<file path="config.mk">
export PLATFORM = sky130hd
export DESIGN_NAME = dmem_arbiter
export DESIGN_NICKNAME = d
export VERILOG_FILES = /design/src/rtl/dmem_arbiter.sv
export SDC_FILE = /design/constraint.sdc
export NUM_CORES = 1
export LEC_CHECK = 0
export BUFFER_PORTS_ARGS = -buffer_cell sky130_fd_sc_hd__buf_2
export CAP_MARGIN = 20
export CORE_ASPECT_RATIO = 1.25
export CORE_MARGIN = 3
export CORE_UTILIZATION = 45
export DETAILED_ROUTE_END_ITERATION = 7
export PLACE_DENSITY = 0.82
export SYNTH_ARGS = -nofsm -noshare
export SYNTH_HDL_FRONTEND = slang
export SYNTH_SLANG_ARGS = --single-unit
</file>
<file path="constraint.sdc">
create_clock -name clock -period 4.25 [get_ports clock]
set_input_delay 0.85 -clock clock [delete_from_list [all_inputs] [get_ports clock]]
set_output_delay 0.85 -clock clock [all_outputs]
set_load 0.01 [all_outputs]
</file>
<file path="src/rtl/dmem_arbiter.sv">
// Shares one single-port data memory between the CPU and a DMA/debug loader, one transaction at a time.
// Define DMEM_ARB_ALIGN_CHECK_EN to reject misaligned requests with an err-qualified ack and no memory access.
module dmem_arbiter #(
    parameter int DATA_WIDTH   = 32,
    parameter int MEM_WORDS    = 1024,
    parameter int STARVE_LIMIT = 4
) (
    input  logic                  clock,
    input  logic                  reset,

    input  logic                  cpu_req,
    input  logic                  cpu_we,
    input  logic [31:0]           cpu_addr,
    input  logic [DATA_WIDTH-1:0] cpu_wdata,
    output logic                  cpu_ack,
    output logic [DATA_WIDTH-1:0] cpu_rdata,
    output logic                  cpu_err,

    input  logic                  dma_req,
    input  logic                  dma_we,
    input  logic [31:0]           dma_addr,
    input  logic [DATA_WIDTH-1:0] dma_wdata,
    output logic                  dma_ack,
    output logic [DATA_WIDTH-1:0] dma_rdata,
    output logic                  dma_err,

    output logic [31:0]           mem_addr,
    output logic                  mem_re,
    output logic                  mem_we,
    output logic [DATA_WIDTH-1:0] mem_wdata,
    input  logic [DATA_WIDTH-1:0] mem_rdata
);

    if (STARVE_LIMIT < 1 || STARVE_LIMIT > 15 || MEM_WORDS < 1) begin : g_param_check
        $error("dmem_arbiter: STARVE_LIMIT must be 1..15 and MEM_WORDS positive");
    end

    localparam logic [3:0] LIMIT = 4'(STARVE_LIMIT);

    typedef enum logic [1:0] {
        IDLE,
        ACCESS,
        LATCH,
        ACK
    } state_t;

    state_t                state;
    logic                  owner_dma;
    logic                  lat_we;
    logic [3:0]            starve_cnt;

    logic                  any_req;
    logic                  grant_dma;
    logic                  sel_we;
    logic [31:0]           sel_addr;
    logic [DATA_WIDTH-1:0] sel_wdata;
    logic [3:0]            starve_next;
    logic                  misaligned;

    // CPU wins ties unless DMA has already lost STARVE_LIMIT arbitrations in a row.
    always_comb begin
        any_req     = cpu_req | dma_req;
        grant_dma   = dma_req && (!cpu_req || (starve_cnt == LIMIT));
        sel_we      = grant_dma ? dma_we    : cpu_we;
        sel_addr    = grant_dma ? dma_addr  : cpu_addr;
        sel_wdata   = grant_dma ? dma_wdata : cpu_wdata;
        starve_next = starve_cnt;
        if (grant_dma) begin
            starve_next = 4'd0;
        end else if (cpu_req && dma_req && (starve_cnt != LIMIT)) begin
            starve_next = starve_cnt + 4'd1;
        end
    end

`ifdef DMEM_ARB_ALIGN_CHECK_EN
    assign misaligned = (sel_addr[1:0] != 2'b00);
`else
    assign misaligned = 1'b0;
    assign cpu_err    = 1'b0;
    assign dma_err    = 1'b0;
`endif

    always_ff @(posedge clock) begin
        if (!reset) begin
            state      <= IDLE;
            owner_dma  <= 1'b0;
            lat_we     <= 1'b0;
            starve_cnt <= 4'd0;
            cpu_ack    <= 1'b0;
            dma_ack    <= 1'b0;
            cpu_rdata  <= '0;
            dma_rdata  <= '0;
            mem_addr   <= 32'd0;
            mem_re     <= 1'b0;
            mem_we     <= 1'b0;
            mem_wdata  <= '0;
`ifdef DMEM_ARB_ALIGN_CHECK_EN
            cpu_err    <= 1'b0;
            dma_err    <= 1'b0;
`endif
        end else begin
            cpu_ack <= 1'b0;
            dma_ack <= 1'b0;
            mem_re  <= 1'b0;
            mem_we  <= 1'b0;
`ifdef DMEM_ARB_ALIGN_CHECK_EN
            cpu_err <= 1'b0;
            dma_err <= 1'b0;
`endif
            unique case (state)
                IDLE: begin
                    if (any_req) begin
                        owner_dma  <= grant_dma;
                        lat_we     <= sel_we;
                        starve_cnt <= starve_next;
                        if (misaligned) begin
                            // Rejected requests bypass the memory entirely and ack next cycle.
                            cpu_ack <= !grant_dma;
                            dma_ack <= grant_dma;
`ifdef DMEM_ARB_ALIGN_CHECK_EN
                            cpu_err <= !grant_dma;
                            dma_err <= grant_dma;
`endif
                            state   <= ACK;
                        end else begin
                            mem_addr  <= sel_addr;
                            mem_wdata <= sel_wdata;
                            mem_we    <= sel_we;
                            mem_re    <= !sel_we;
                            state     <= ACCESS;
                        end
                    end
                end
                ACCESS: begin
                    state <= LATCH;
                end
                LATCH: begin
                    // The memory returns read data one cycle after the strobe, i.e. during this state.
                    if (!lat_we) begin
                        if (owner_dma) begin
                            dma_rdata <= mem_rdata;
                        end else begin
                            cpu_rdata <= mem_rdata;
                        end
                    end
                    cpu_ack <= !owner_dma;
                    dma_ack <= owner_dma;
                    state   <= ACK;
                end
                ACK: begin
                    state <= IDLE;
                end
                default: begin
                    state <= IDLE;
                end
            endcase
        end
    end

endmodule
</file>
After elaboration in Yosys (flattened, before gate mapping). Index checks and enable logic that the tools add are counted.

Flip-flop bits (word level): 140. Input port bits: 166. Logic and storage cells: 44.

Add/subtract/negate cells: 1. Equality and inequality tests: 6. Multiplexer cells: 7. Bitwise logic cells: 3. Reduce and logical (&&, ||, !) cells: 15.

Operators with widths (number): $mux W32 (2); $reduce_and A3 Y1 (4); $mux W4 (2); $pmux W2 S4 (1); $add A4 B1 Y4 const B (1); $eq A2 B2 Y1 const B (2); $eq A4 B3 Y1 const B (1); $ne A4 B3 Y1 const B (1); $reduce_and A2 Y1 (2); $logic_and A1 B1 Y1 (3); $logic_not A1 Y1 (3); $eq A2 B1 Y1 const B (1); $logic_not A2 Y1 (1); $mux W2 (1); $ne A2 B2 Y1 const B (1); $not A1 Y1 (2); $reduce_bool A2 Y1 (1); $logic_or A1 B1 Y1 (1); $mux W1 (1); $or A1 B1 Y1 (1).

Longest topological paths before layout. Gate-level depths: netlist of the first run.

Word-level depth: 5. Gate-level depth with buffers: 8. Depth with buffers taken out: 5.

Worst setup path before layout of the first run. Ideal clock, no wire load.

Kind: input to register. Start point: input dma_req. End point: register mem_addr[21]. Library setup time: 0.074 ns. Data arrival time: 1.789 ns. Setup slack: 2.387 ns. Stages on the path: 6. Path buffers: 3. Path through: buf_4 nand4b_1 buf_2 clkbuf_1 nand3_1 a31oi_1.

Longest elaborated chain between the ends: 2.

RTL lines: from (decl) (line 19) `input logic dma_req,`; $or A1 B1 Y1 or $logic_and A1 B1 Y1 (tied branches) (line 62, 63); $reduce_and A2 Y1 (no source line) or $mux W32 (tied branches); to (signal assigned) (line 126) `mem_addr <= sel_addr;`; to (decl) (line 27) `output logic [31:0] mem_addr,`.

Parallel ways exist; a longest one is shown, timed or not. A chain may end at the register's enable or synchronous reset.

Worst setup path after layout of the first run.
Start point: register starve_cnt[0]. End point: register starve_cnt[3].

Longest elaborated chain between the ends: 5.

RTL lines: from (decl) (line 50) `logic [3:0] starve_cnt;`; from (signal assigned) (line 115) `starve_cnt <= starve_next;`; branches (longest 5 deep; another with $add A4 B1 Y4).

Several ways; the timed one is not identified. The select of a mux whose other input is x is not followed.

==> results, run 1 <==
- The top cell type by area accounts for 46.4% of the synthesized area.
- The prevailing post-synth register cell is dfxtp_1.
- The die covers roughly 15000 µm².
- The commonest cells after synthesis are dfxtp_1, nand2_1, o21ai_0.
- The proportion of power drawn by flip-flops and latches is 39.0%.
- No sink is reached through more buffers than the 2 on the longest clock path.
- The via count of the first global-routing pass is 5763.
- After detailed routing, the number of remaining DRC violations is 0.
- The most common cell in the synthesized netlist is dfxtp_1.
- The worst slew margin relative to its limit is 36.3%.
- The transition time at the pin with the least slew margin is ~960 ps.
- The final count of negative-setup-slack endpoints is 0.
- The area added between synthesis and finish is 33.7%.
- Summed over all failing endpoints, the final setup total negative slack is 0 ps.
- After synthesis, the cell types taking the most area are dfxtp_1, nand2_1, o211ai_1, a21boi_0, a31oi_1.
- The instance count of the mapped netlist is 728.
- Setup repair after global routing left no endpoint under its margin.
- The count of placed standard cells in the final layout, fillers left out is 1153.
- The startpoint identified for the worst register-to-register timing path is starve_cnt[0]$_SDFFE_PN0P_.
- Grouping stages by cell kind, the critical path spends the most delay in simple AND/OR/NAND/NOR gates.
- The pre-antenna-repair detailed-routing pass consisted of 5 iterations.
- The number of antenna violations at the first check in global routing is 0.
- The antenna cell count is 0.
- The required arrival time at the worst endpoint is 4580 ps.
- The flip-flop and latch count after synthesis is 140.
- The routed layout has 6266 vias.
- The cell total after placement is 1121.
- Gates resized during post-CTS repair numbered 0.
- The power per standard cell area is ~560 nW/µm².
- The count of flip-flops with a built-in enable after synthesis is 0.
- After detailed routing, the number of vias per cell comes to 5.43.
- The largest area contributor in the netlist is dfxtp_1.
- TritonCTS built the clock tree.
- After clock tree synthesis, the clock-pin slew on the worst setup and hold paths is 60 ps.
- The routability-driven placement congestion ratio is 0.839.
- The height of the die is 135 µm.
- The initial utilization of the core area, before any placement, comes to 46.8%.
- The clock period minus final worst setup slack is 2310 ps.
- The HPWL reported at the end of detailed placement is about 13000 µm.
- The number of setup buffers added after CTS is 0.
- The setup check on the worst reg-to-reg path leaves a slack of slightly below 2000 ps.
- The switching fraction of total power is 33.8%.
- The final wirelength is roughly 19000 µm.
- The number of placement rows is 46.
- Across the routed clock network, the largest skew measured is 10.4 ps.
- Buffers inserted during clock tree synthesis total 17.
- Data on the critical path arrives at its endpoint at approximately 2600 ps.
- The combined global-route utilization of all metal layers is 24.1%.
- At the later pin of the worst-skew pair, clock insertion delay measures between 400 and 500 ps.
- Hold repair after CTS inserted 0 buffers.
- The number of fill cells is about 1200.
- Along the worst path, the maximum fanout reaches 38.
- The worst setup path is launched from a flip-flop.
- The worst hold path terminates at cpu_rdata[5]$_SDFFE_PN0P_.
- The setup path with the least slack is of type reg2reg.
- The type of element capturing the critical path is a flip-flop.
- The internal cell power is about 3000 µW.
- The average routed wire per standard cell is around 16 µm.
- The terminus of the critical flop-to-flop path is starve_cnt[3]$_SDFFE_PN0P_.
- The number of warning messages in the yosys log is 0.
- The final layout contains 1143 nets.
- Summing every instance area after synthesis gives 6040 µm².
- The first global-routing pass estimated about 28000 µm of wire.
- Entering global routing, the biggest net connects between 100 and 150 pins.
- Measured in cells, the most critical reg-to-reg path has a length of 6.
- After synthesis, the mean cell area works out to 8.29 µm².
- The floorplan step set the die width to 110 µm.
- Static timing analysis puts the maximum clock frequency at ~0.43 GHz.
- The total buffers and inverters traversed by the critical path is 2.
- On the worst path, the slowest cell contributes a delay of 540 ps.
- Summed over all nets, the switching power comes to 1540 µW.
- The final cycle utilization of the critical path is approximately 54%.
- The hold path depth is 2.
- Of the total power, combinational logic draws 29.1%.
- The fraction of layout instances using a drive strength above 1 is 34.9%.
- The placeable core region is ~13000 µm².
- The number of clock sinks seen by CTS is 140.
- The path class of the tightest hold or removal check is reg2reg.
- The number of hold violations in the final report is 0.
- The detailed router finished its first iteration with 430 violations.
- The signal on the critical path passes through inv_1, ha_1, and3b_2, buf_4, or4_1, a21boi_1.
- VDD sags by at most 0.433 mV.
- The root buffer cell chosen for the clock tree is clkbuf_16.
- In this run the static leakage power is 0.00355 µW.
- The number of library cell types mapped by synthesis is 34.
- The share of the yosys chip area belonging to registers is 46.4%.
- The proportion of register bits with asynchronous set or reset after synthesis is 0%.
- The clock tree synthesis step divided the H-tree into 4 levels.
- The slowest library cell on the worst path is or4_1.
- The beginning of the worst hold path is cpu_rdata[5]$_SDFFE_PN0P_.
- In this run the count of I/O pins placed on the die edge is 300.
- After global routing the overflow that remains totals 0.
- The detail route stage leaves a number of antenna-violating nets equal to 0.
- The clock network power share is 32.0%.
- The number of violations of the max-capacitance limit is 0.
- In this run the tool buffered the top-level ports with between 200 and 300 buffer cells.
- The run finished with clean final reports.
- The number of pins with negative max-slew slack in the final report is 0.
==> layer usage <==
| layer | track usage [%] | routed length (µm) | vias to the layer above |
|---|---|---|---|
| met2 | 39.3 | 8950 | 304 |
| li1 | - | - | 3104 |
| met4 | 10.6 | 636 | 0 |
| met5 | 0 | 0 | - |
| met3 | 7.44 | 1640 | 42 |
| met1 | 28.9 | 7320 | 2816 |
==> area by class of cell <==
| type | count | area (µm²) | area share [%] |
|---|---|---|---|
| multi-input cells | 500 | 2860 | 35.4 |
| flip-flops and latches | 140 | 2800 | 34.7 |
| repair buffers | 308 | 1600 | 19.8 |
| clock buffers | 19 | 443 | 5.49 |
| well taps | 168 | 210 | 2.60 |
| clock inverters | 12 | 140 | 1.74 |
| inverters | 6 | 22.5 | 0.279 |
==> power groups by stage <==
stage	registers (µW)	clock network, µW	logic, µW
6_report	1780	1460	1320
5_1_grt	1810	1550	1460
4_1_cts	1770	1490	1310
3_5_place_dp	1790	0	1310
3_3_place_gp	1790	0	1280
2_1_floorplan	1930	0	638
==> sequential cells by signal, indices dropped and copies added (netlist names) <==
register	count
state	2
dma_rdata	32
mem_we	1
lat_we	1
mem_re	1
cpu_rdata	32
starve_cnt	4
dma_ack	1
mem_wdata	32
mem_addr	32
owner_dma	1
cpu_ack	1
==> worst register-to-register path, delay by kind of cell, from the launching register on <==
| kind | cells | cell delay (ps) |
|---|---|---|
| AOI/OAI and AO/OA | 1 | 160 |
| adders and majority gates | 1 | 200 |
| buffers and inverters | 2 | 430 |
| DFF | 1 | 430 |
| and+or+nand+nor | 2 | 1000 |
==> how the worst max path moves through the flow <==
stage | start | to | slack, ps | depth (start not counted)
3_5_place_dp | cpu_req | mem_wdata[23]$_SDFFE_PN0P_ | 1670 | 5
6_report | starve_cnt[0]$_SDFFE_PN0P_ | starve_cnt[3]$_SDFFE_PN0P_ | 1940 | 6
4_1_cts | starve_cnt[0]$_SDFFE_PN0P_ | starve_cnt[3]$_SDFFE_PN0P_ | 1930 | 6
3_3_place_gp | cpu_req | mem_wdata[10]$_SDFFE_PN0P_ | 1730 | 5
2_1_floorplan | dma_req | mem_addr[21]$_SDFFE_PN0P_ | 2390 | 6
5_1_grt | starve_cnt[0]$_SDFFE_PN0P_ | starve_cnt[3]$_SDFFE_PN0P_ | 1850 | 6
==> layout by cell type, fill, tap and decap left out, types with 3 or more instances in the layout <==
cell / n
clkinv_4: 3
buf_2: 296
a31oi_1: 66
a21boi_1: 7
clkinvlp_4: 3
ha_1: 4
dfxtp_1: 140
o211ai_1: 65
clkbuf_16: 17
nand3_1: 66
o21ai_0: 67
a21boi_0: 62
nand4b_1: 3
nand2_1: 134
inv_6: 3
buf_4: 10
inv_1: 5
==> kinds of logic (layout without fill, tap and decap cells) <==
logic type               count (synthesis)  in the layout  synth area share [%]
adder cells (fa/ha/maj)                  4              4                 0.829
AO/OA/AOI/OAI                          271            271                  29.5
multiplexers                             1              1                 0.166
flip-flops                             140            140                  46.4
other                                    1              2                0.0621
AND/OR/NAND/NOR                        222            222                  16.4
buffers and inverters                   89            345                  6.59
==> per-stage QoR <==
stage | instance area (µm²) | worst slack (ps) | power (µW) | hold WS (ps) | utilization (%)
floorplan | 6040 | 2390 | 2560 | 458 | -
global placement | 7450 | 1730 | 3070 | 437 | 57.8
detailed placement | 7470 | 1670 | 3100 | 451 | 57.9
CTS | 8050 | 1930 | 4570 | 460 | 62.5
global route | 8070 | 1850 | 4820 | 478 | 62.6
finish | 8070 | 1940 | 4560 | 456 | 62.6
(Power assumes the default switching activity.)
==> run 2: changes to the inputs <==
- ABC_AREA: unset -> 1
- CORE_UTILIZATION: 45 -> 42
- PLACE_DENSITY: 0.82 -> 0.8
- clock period: 4.25 -> 2 ns (I/O delays scaled with it)
==> results, run 2 <==
- The required arrival time at the worst endpoint is 2300 ps (was 4580 ps).
- The number of hold buffers added after cts is 0 (unchanged).
- The hold path depth came to 3 (was 2).
- The cell total after placement is 1328 (was 1121).
- The power per standard cell area is 1270 nW/µm² (was 564 nW/µm²).
- The maximum fanout count along the critical path is 33 (was 38).
- The type of element capturing the critical path is a flip-flop (unchanged).
- The most frequent standard cell in the layout excluding fill and tap cells was buf_2 (unchanged).
- The final count of negative-setup-slack endpoints was 0 (unchanged).
- Most used standard cells in the synthesized netlist: nor2_1, dfxtp_1, o21ai_1 (was dfxtp_1, nand2_1, o21ai_0).
- The number of setup buffers added after CTS was 0 (unchanged).
- The area added between synthesis and finish is 33.2% (was 33.7%).
- The height of the die is 143 µm (was 135 µm).
- The final wirelength is 19100 µm (was 18500 µm).
- The final cycle utilization of the critical path came to 86.7% (was 54.3%).
- The instance count of the mapped netlist came to 910 (was 728).
- The count of placed standard cells in the final layout, fillers left out came to 1360 (was 1153).
- The die width is 115 µm (was 110 µm).
- The detailed-route vias per instance was 4.94 (was 5.43).
- The number of pins with negative max-slew slack in the final report is 0 (unchanged).
- The count of flip-flops with a built-in enable after synthesis is 0 (unchanged).
- The maximum number of buffers from clock root to sink is 2 (unchanged).
- The number of buffers inserted by port buffering was 297 (unchanged).
- The final layout net count is 1339 (was 1143).
- The antenna cell count is 0 (unchanged).
- The startpoint kind of the worst setup timing path is a flip-flop (unchanged).
- The terminus of the critical flop-to-flop path is mem_wdata[3]$_SDFFE_PN0P_ (was starve_cnt[3]$_SDFFE_PN0P_).
- The final core area utilization is 57.6% (was 62.6%).
- The path type of the worst setup path is reg2reg (unchanged).
- The global-route congestion overflow total came to 0 (unchanged).
- Result of the run: complete, no violations (unchanged).
- The number of warning messages in the yosys log is 0 (unchanged).
- The detailed-routing iteration count for the pre-antenna-repair pass came to 5 (unchanged).
- The via count of the first global-routing pass came to 5905 (was 5763).
- The setup TNS after final layout is 0 ps (unchanged).
- The startpoint of the lowest-slack register-to-register path is state[1]$_SDFFE_PN0P_ (was starve_cnt[0]$_SDFFE_PN0P_).
- The per-instance average area after synthesis is 6.90 µm² (was 8.29 µm²).
- The number of ports placed on the die boundary is 300 (unchanged).
- The fraction of layout instances using a drive strength above 1 is 29.7% (was 34.9%).
- The number of library cell types mapped by synthesis is 24 (was 34).
- The clock network latency to the later pin of the worst-skew pair was 420 ps (was 410 ps).
- The peak supply drop was 0.736 mV (was 0.433 mV).
- The transition time at the pin with the least slew margin came to 591 ps (was 955 ps).
- The maximum frequency from static timing analysis came to 0.577 GHz (was 0.433 GHz).
- The worst slack on hold paths came to 217 ps (was 456 ps).
- The prevailing post-synth register cell is dfxtp_1 (unchanged).
- The cell depth of the worst flop-to-flop path was 7 (was 6).
- Largest cells by area after synthesis: dfxtp_1, nor2_1, o21ai_1, a21oi_1, nand3_1 (was dfxtp_1, nand2_1, o211ai_1, a21boi_0, a31oi_1).
- Commonest cells after routing, fill and taps aside: buf_2, nor2_1, dfxtp_1, o21ai_1, nand2_1 (was buf_2, dfxtp_1, nand2_1, o21ai_0).
- The worst slew margin relative to its limit is 60.5% (was 36.3%).
- The number of placement rows is 49 (was 46).
- The clock period minus final worst setup slack is 1730 ps (was 2310 ps).
- The class of the most critical hold timing path is in2reg (was reg2reg).
- The number of clock sinks seen by CTS is 140 (unchanged).
- The worst-case register-to-register setup slack is 270 ps (was 1940 ps).
- The final antenna-violating net count is 0 (unchanged).
- The number of violations of the max-capacitance limit is 0 (unchanged).
- The data arrival time of the critical path was 2040 ps (was 2630 ps).
- The worst min-delay path endpoint is dma_rdata[3]$_SDFFE_PN0P_ (was cpu_rdata[5]$_SDFFE_PN0P_).
- The HPWL reported at the end of detailed placement is 13400 µm (was 12600 µm).
- The number of hold violations in the final report is 0 (unchanged).
- The placeable core region is 14500 µm² (was 12900 µm²).
- The share of the yosys chip area belonging to registers came to 44.6% (was 46.4%).
- The average routed wire per standard cell came to 14.1 µm (was 16.1 µm).
- The initial DRC count was 572 (was 430).
- The largest area contributor in the netlist is dfxtp_1 (unchanged).
- The proportion of register bits with asynchronous set or reset after synthesis is 0% (unchanged).
- The beginning of the worst hold path is mem_rdata[3] (was cpu_rdata[5]$_SDFFE_PN0P_).
- The global-route wire length before repair is 28600 µm (was 28500 µm).
- The maximum number of pins on one net before global-route repair is 133 (unchanged).
- The deepest level of the CTS H-tree came to 4 (unchanged).
- The total DRC errors in the routed layout came to 0 (unchanged).
- The CTS tree is yes (unchanged).
- The starting density of the core is 43.2% (was 46.8%).
- The routability-driven placement congestion ratio is 0.844 (was 0.839).
- The root cell of the clock tree was clkbuf_16 (unchanged).
- The leakage power total was 0.00451 µW (was 0.00355 µW).
- The overall die area came to 16500 µm² (was 14800 µm²).
- The area of the mapped netlist was 6280 µm² (was 6040 µm²).
- The total CTS buffers is 17 (unchanged).
- The number of antenna violations at the first check in global routing is 1 (was 0).
- The area share of the largest cell type after synthesis is 44.6% (was 46.4%).
- Setup repair after global routing missed its margin: false (unchanged).
- The via count of the routed design is 6717 (was 6266).
- The combined global-route utilization of all metal layers is 21.7% (was 24.1%).
- The most used standard cell by instance count after synthesis was nor2_1 (was dfxtp_1).
- The count of cells resized by post-cts repair is 0 (unchanged).
- The setup clock skew after layout is 10.3 ps (was 10.4 ps).
- The flip-flop and latch count after synthesis is 140 (unchanged).
- The clock transition at the registers of the reported paths was 60 ps (about the same).
run 2: cell type report:
cell class / instances / area, µm²
Sequential cell: 140 / 2800
Timing Repair Buffer: 310 / 1690
Inverter: 78 / 294
Tap cell: 178 / 223
Multi-Input combinational cell: 622 / 2760
Clock buffer: 22 / 494
Fill cell: 1369 / 6160
Clock inverter: 10 / 111
run 2: how the worst max path moves through the flow:
stage / from / to / slack, ps / depth (start not counted)
3_5_place_dp: cpu_req / mem_wdata[16]$_SDFFE_PN0P_ / 280 / 6
4_1_cts: state[1]$_SDFFE_PN0P_ / mem_wdata[16]$_SDFFE_PN0P_ / 260 / 7
5_1_grt: state[1]$_SDFFE_PN0P_ / mem_wdata[8]$_SDFFE_PN0P_ / 100 / 7
3_3_place_gp: dma_req / starve_cnt[3]$_SDFFE_PN0P_ / 310 / 7
2_1_floorplan: starve_cnt[0]$_SDFFE_PN0P_ / mem_addr[10]$_SDFFE_PN0P_ / 650 / 10
6_report: state[1]$_SDFFE_PN0P_ / mem_wdata[3]$_SDFFE_PN0P_ / 270 / 7
run 2: kinds of logic after synthesis:
| kind of cell | count (synthesis) | share of synthesized area, % |
|---|---|---|
| AND/OR/NAND/NOR | 415 | 26.6 |
| buffers and inverters | 149 | 11.6 |
| adder cells (fa/ha/maj) | 4 | 0.797 |
| other | 1 | 0.0597 |
| AO/OA/AOI/OAI | 199 | 16.0 |
| flip-flops | 140 | 44.6 |
| XOR/XNOR | 2 | 0.279 |
run 2: stage by stage:
step / cell area (µm²) / setup WS (ps) / total power [µW]
floorplan: 6290 / 646 / 6320
global placement: 7770 / 312 / 7440
detailed placement: 7770 / 279 / 7510
CTS: 8370 / 262 / 10700
global route: 8370 / 99.4 / 11300
finish: 8370 / 266 / 10600
run 2: worst max-delay path, cell delays in order, from the launching register on:
cell      delay, ps
dfxtp_1         360
inv_1            60
ha_1            240
o21ai_2         110
clkinv_2        330
buf_12          290
o21ai_0         170
nor2_1           60
run 2: where the power goes:
group | internal, µW | switching [µW]
Combinational | 1390 | 2170
Sequential | 3520 | 374
Clock | 2000 | 1190
run 2: metal layers:
metal | GRT usage [%] | up-vias | wire [µm]
li1 | - | 3416 | -
met1 | 25.6 | 2966 | 7870
met2 | 36.2 | 293 | 9080
met3 | 6.95 | 40 | 1630
met4 | 9.39 | 2 | 520
met5 | 0 | - | 13
==> run 3: changes to the inputs <==
- CELL_PAD_IN_SITES_DETAIL_PLACEMENT: unset -> 1
- CELL_PAD_IN_SITES_GLOBAL_PLACEMENT: unset -> 2
- CORE_UTILIZATION: 42 -> 21
- GPL_TIMING_DRIVEN: unset -> 0
- PLACE_DENSITY: 0.8 -> 0.78
==> results, run 3 (synthesis gave the netlist of run 2 again) <==
- The leakage power total came to 0.00469 µW (was 0.00451 µW).
- The placeable core region is 29300 µm² (was 14500 µm²).
- The combined global-route utilization of all metal layers came to 16.3% (was 21.7%).
- The power after layout came to 11300 µW (was 10600 µW).
- The setup TNS after final layout is 0 ps (unchanged).
- The HPWL reported at the end of detailed placement is 21000 µm (was 13400 µm).
- The detailed-routing iteration count for the pre-antenna-repair pass is 4 (was 5).
- The setup clock skew after layout is 10.4 ps (was 10.3 ps).
- Result of the run: complete, no violations (unchanged).
- The via count of the first global-routing pass is 7252 (was 5905).
- The total DRC errors in the routed layout is 0 (unchanged).
- The clock period minus final worst setup slack came to 1770 ps (was 1730 ps).
- The maximum frequency from static timing analysis is 0.566 GHz (was 0.577 GHz).
- The number of hold buffers added after cts is 0 (unchanged).
- The global-route congestion overflow total is 0 (unchanged).
- The cell total after placement is 1602 (was 1328).
- The class of the most critical hold timing path is in2reg (unchanged).
- The initial DRC count is 310 (was 572).
- The required arrival time at the worst endpoint was 2360 ps (was 2300 ps).
- The path type of the worst setup path is reg2reg (unchanged).
- The number of placement rows is 70 (was 49).
- The count of placed standard cells in the final layout, fillers left out was 1638 (was 1360).
- The final wirelength was 26900 µm (was 19100 µm).
- The CTS tree is yes (unchanged).
- The peak supply drop is 0.508 mV (was 0.736 mV).
- The number of buffers inserted by port buffering is 295 (was 297).
- The clock network latency to the later pin of the worst-skew pair is 430 ps (was 420 ps).
- The fraction of layout instances using a drive strength above 1 is 31.3% (was 29.7%).
- The maximum fanout count along the critical path is 10 (was 33).
- The type of element capturing the critical path was a flip-flop (unchanged).
- The total CTS buffers is 17 (unchanged).
- The transition time at the pin with the least slew margin is 617 ps (was 591 ps).
- The global-route wire length before repair is 41000 µm (was 28600 µm).
- The maximum number of pins on one net before global-route repair is 17 (was 133).
- The launch point of the critical path is state[0]$_SDFFE_PN0P_ (was state[1]$_SDFFE_PN0P_).
- The final worst-path setup slack is 234 ps (was 266 ps).
- The final antenna-violating net count was 0 (unchanged).
- The detailed-route vias per instance is 4.30 (was 4.94).
- The routability-driven placement congestion ratio is 0.789 (was 0.844).
- The worst slack on hold paths is 216 ps (was 217 ps).
- The startpoint of the lowest-slack register-to-register path is state[0]$_SDFFE_PN0P_ (was state[1]$_SDFFE_PN0P_).
- The final count of negative-setup-slack endpoints was 0 (unchanged).
- The average routed wire per standard cell is 16.4 µm (was 14.1 µm).
- The number of antenna violations at the first check in global routing is 8 (was 1).
- The data arrival time of the critical path is 2130 ps (was 2040 ps).
- The maximum number of buffers from clock root to sink was 2 (unchanged).
- The worst slew margin relative to its limit is 58.9% (was 60.5%).
- The root cell of the clock tree is clkbuf_16 (unchanged).
- The number of clock sinks seen by CTS came to 140 (unchanged).
- The number of pins with negative max-slew slack in the final report is 0 (unchanged).
- The destination of the critical timing path is cpu_rdata[27]$_SDFFE_PN0P_ (was mem_wdata[3]$_SDFFE_PN0P_).
- The starting density of the core is 21.4% (was 43.2%).
- The area added between synthesis and finish is 41.9% (was 33.2%).
- Setup repair after global routing missed its margin: false (unchanged).
- The number of ports placed on the die boundary is 300 (unchanged).
- The pre-CTS setup slack came to 102 ps (was 279 ps).
- The number of hold violations in the final report is 0 (unchanged).
- The via count of the routed design is 7051 (was 6717).
- Commonest cells after routing, fill and taps aside: buf_2, nor2_1, dfxtp_1, o21ai_1, nand2_1 (unchanged).
- The final cycle utilization of the critical path was 88.3% (was 86.7%).
- The most frequent standard cell in the layout excluding fill and tap cells is buf_2 (unchanged).
- The number of violations of the max-capacitance limit is 0 (unchanged).
- The final layout net count came to 1397 (was 1339).
- The cell depth of the worst flop-to-flop path is 9 (was 7).
- The count of cells resized by post-cts repair is 0 (unchanged).
- The height of the die was 199 µm (was 143 µm).
- The overall die area came to 32000 µm² (was 16500 µm²).
- The power per standard cell area is 1270 nW/µm² (about the same).
- The number of setup buffers added after CTS is 0 (unchanged).
- The worst-case register-to-register setup slack was 230 ps (was 270 ps).
- The die width is 161 µm (was 115 µm).
- The deepest level of the CTS H-tree is 4 (unchanged).
- The startpoint kind of the worst setup timing path is a flip-flop (unchanged).
- The terminus of the critical flop-to-flop path is cpu_rdata[27]$_SDFFE_PN0P_ (was mem_wdata[3]$_SDFFE_PN0P_).
- The clock transition at the registers of the reported paths is 60 ps (about the same).
-- run 3: metrics by stage --
stage                     instance area (µm²)  utilization (%)
final                                    8920             30.4
after detailed placement                 8260             28.1
after global placement                   8260             28.1
after CTS                                8880             30.3
after global routing                     8920             30.4
after floorplan                          6290                -
-- run 3: power by group --
group          internal [µW]  leakage, µW  total, µW  switching (µW)
logic                   1590      0.00324       4010            2430
registers               3520      0.00115       3910             391
clock network           2140     0.000305       3410            1270
-- run 3: layer usage --
layer  wire, µm  track usage (%)  up-vias
li1           -                -     3527
met1      11300             18.8     3252
met2      13100             28.7      233
met3       2170             6.18       31
met4        287             3.92        8
met5         55                0        -
-- run 3: area by class of cell --
cell class / count / area, µm²
repair buffers: 297 / 1500
inverters: 78 / 293
well taps: 396 / 495
multi-input cells: 622 / 2750
clock inverters: 11 / 169
flip-flops and latches: 140 / 2800
diodes: 4 / 10.0
plain buffers: 71 / 439
fillers: 3746 / 20400
clock buffers: 19 / 453
-- run 3: worst max-delay path, stage by stage, from the launching register on --
cell,delay (ps)
dfxtp_1,320
inv_1,60
ha_1,230
inv_1,120
nor3_4,60
buf_12,140
inv_2,100
clkbuf_1,440
nor2_1,110
nor2_1,110
-- run 3: worst min-delay path by stage --
stage,startpoint,end,slack [ps],cells after the start
6_report,mem_rdata[30],cpu_rdata[30]$_SDFFE_PN0P_,220,3
5_1_grt,mem_rdata[2],dma_rdata[2]$_SDFFE_PN0P_,200,3
4_1_cts,mem_rdata[30],cpu_rdata[30]$_SDFFE_PN0P_,190,3
3_5_place_dp,cpu_rdata[29]$_SDFFE_PN0P_,cpu_rdata[29]$_SDFFE_PN0P_,480,2
3_3_place_gp,dma_rdata[1]$_SDFFE_PN0P_,dma_rdata[1]$_SDFFE_PN0P_,470,2
2_1_floorplan,starve_cnt[1]$_SDFFE_PN0P_,starve_cnt[1]$_SDFFE_PN0P_,470,2
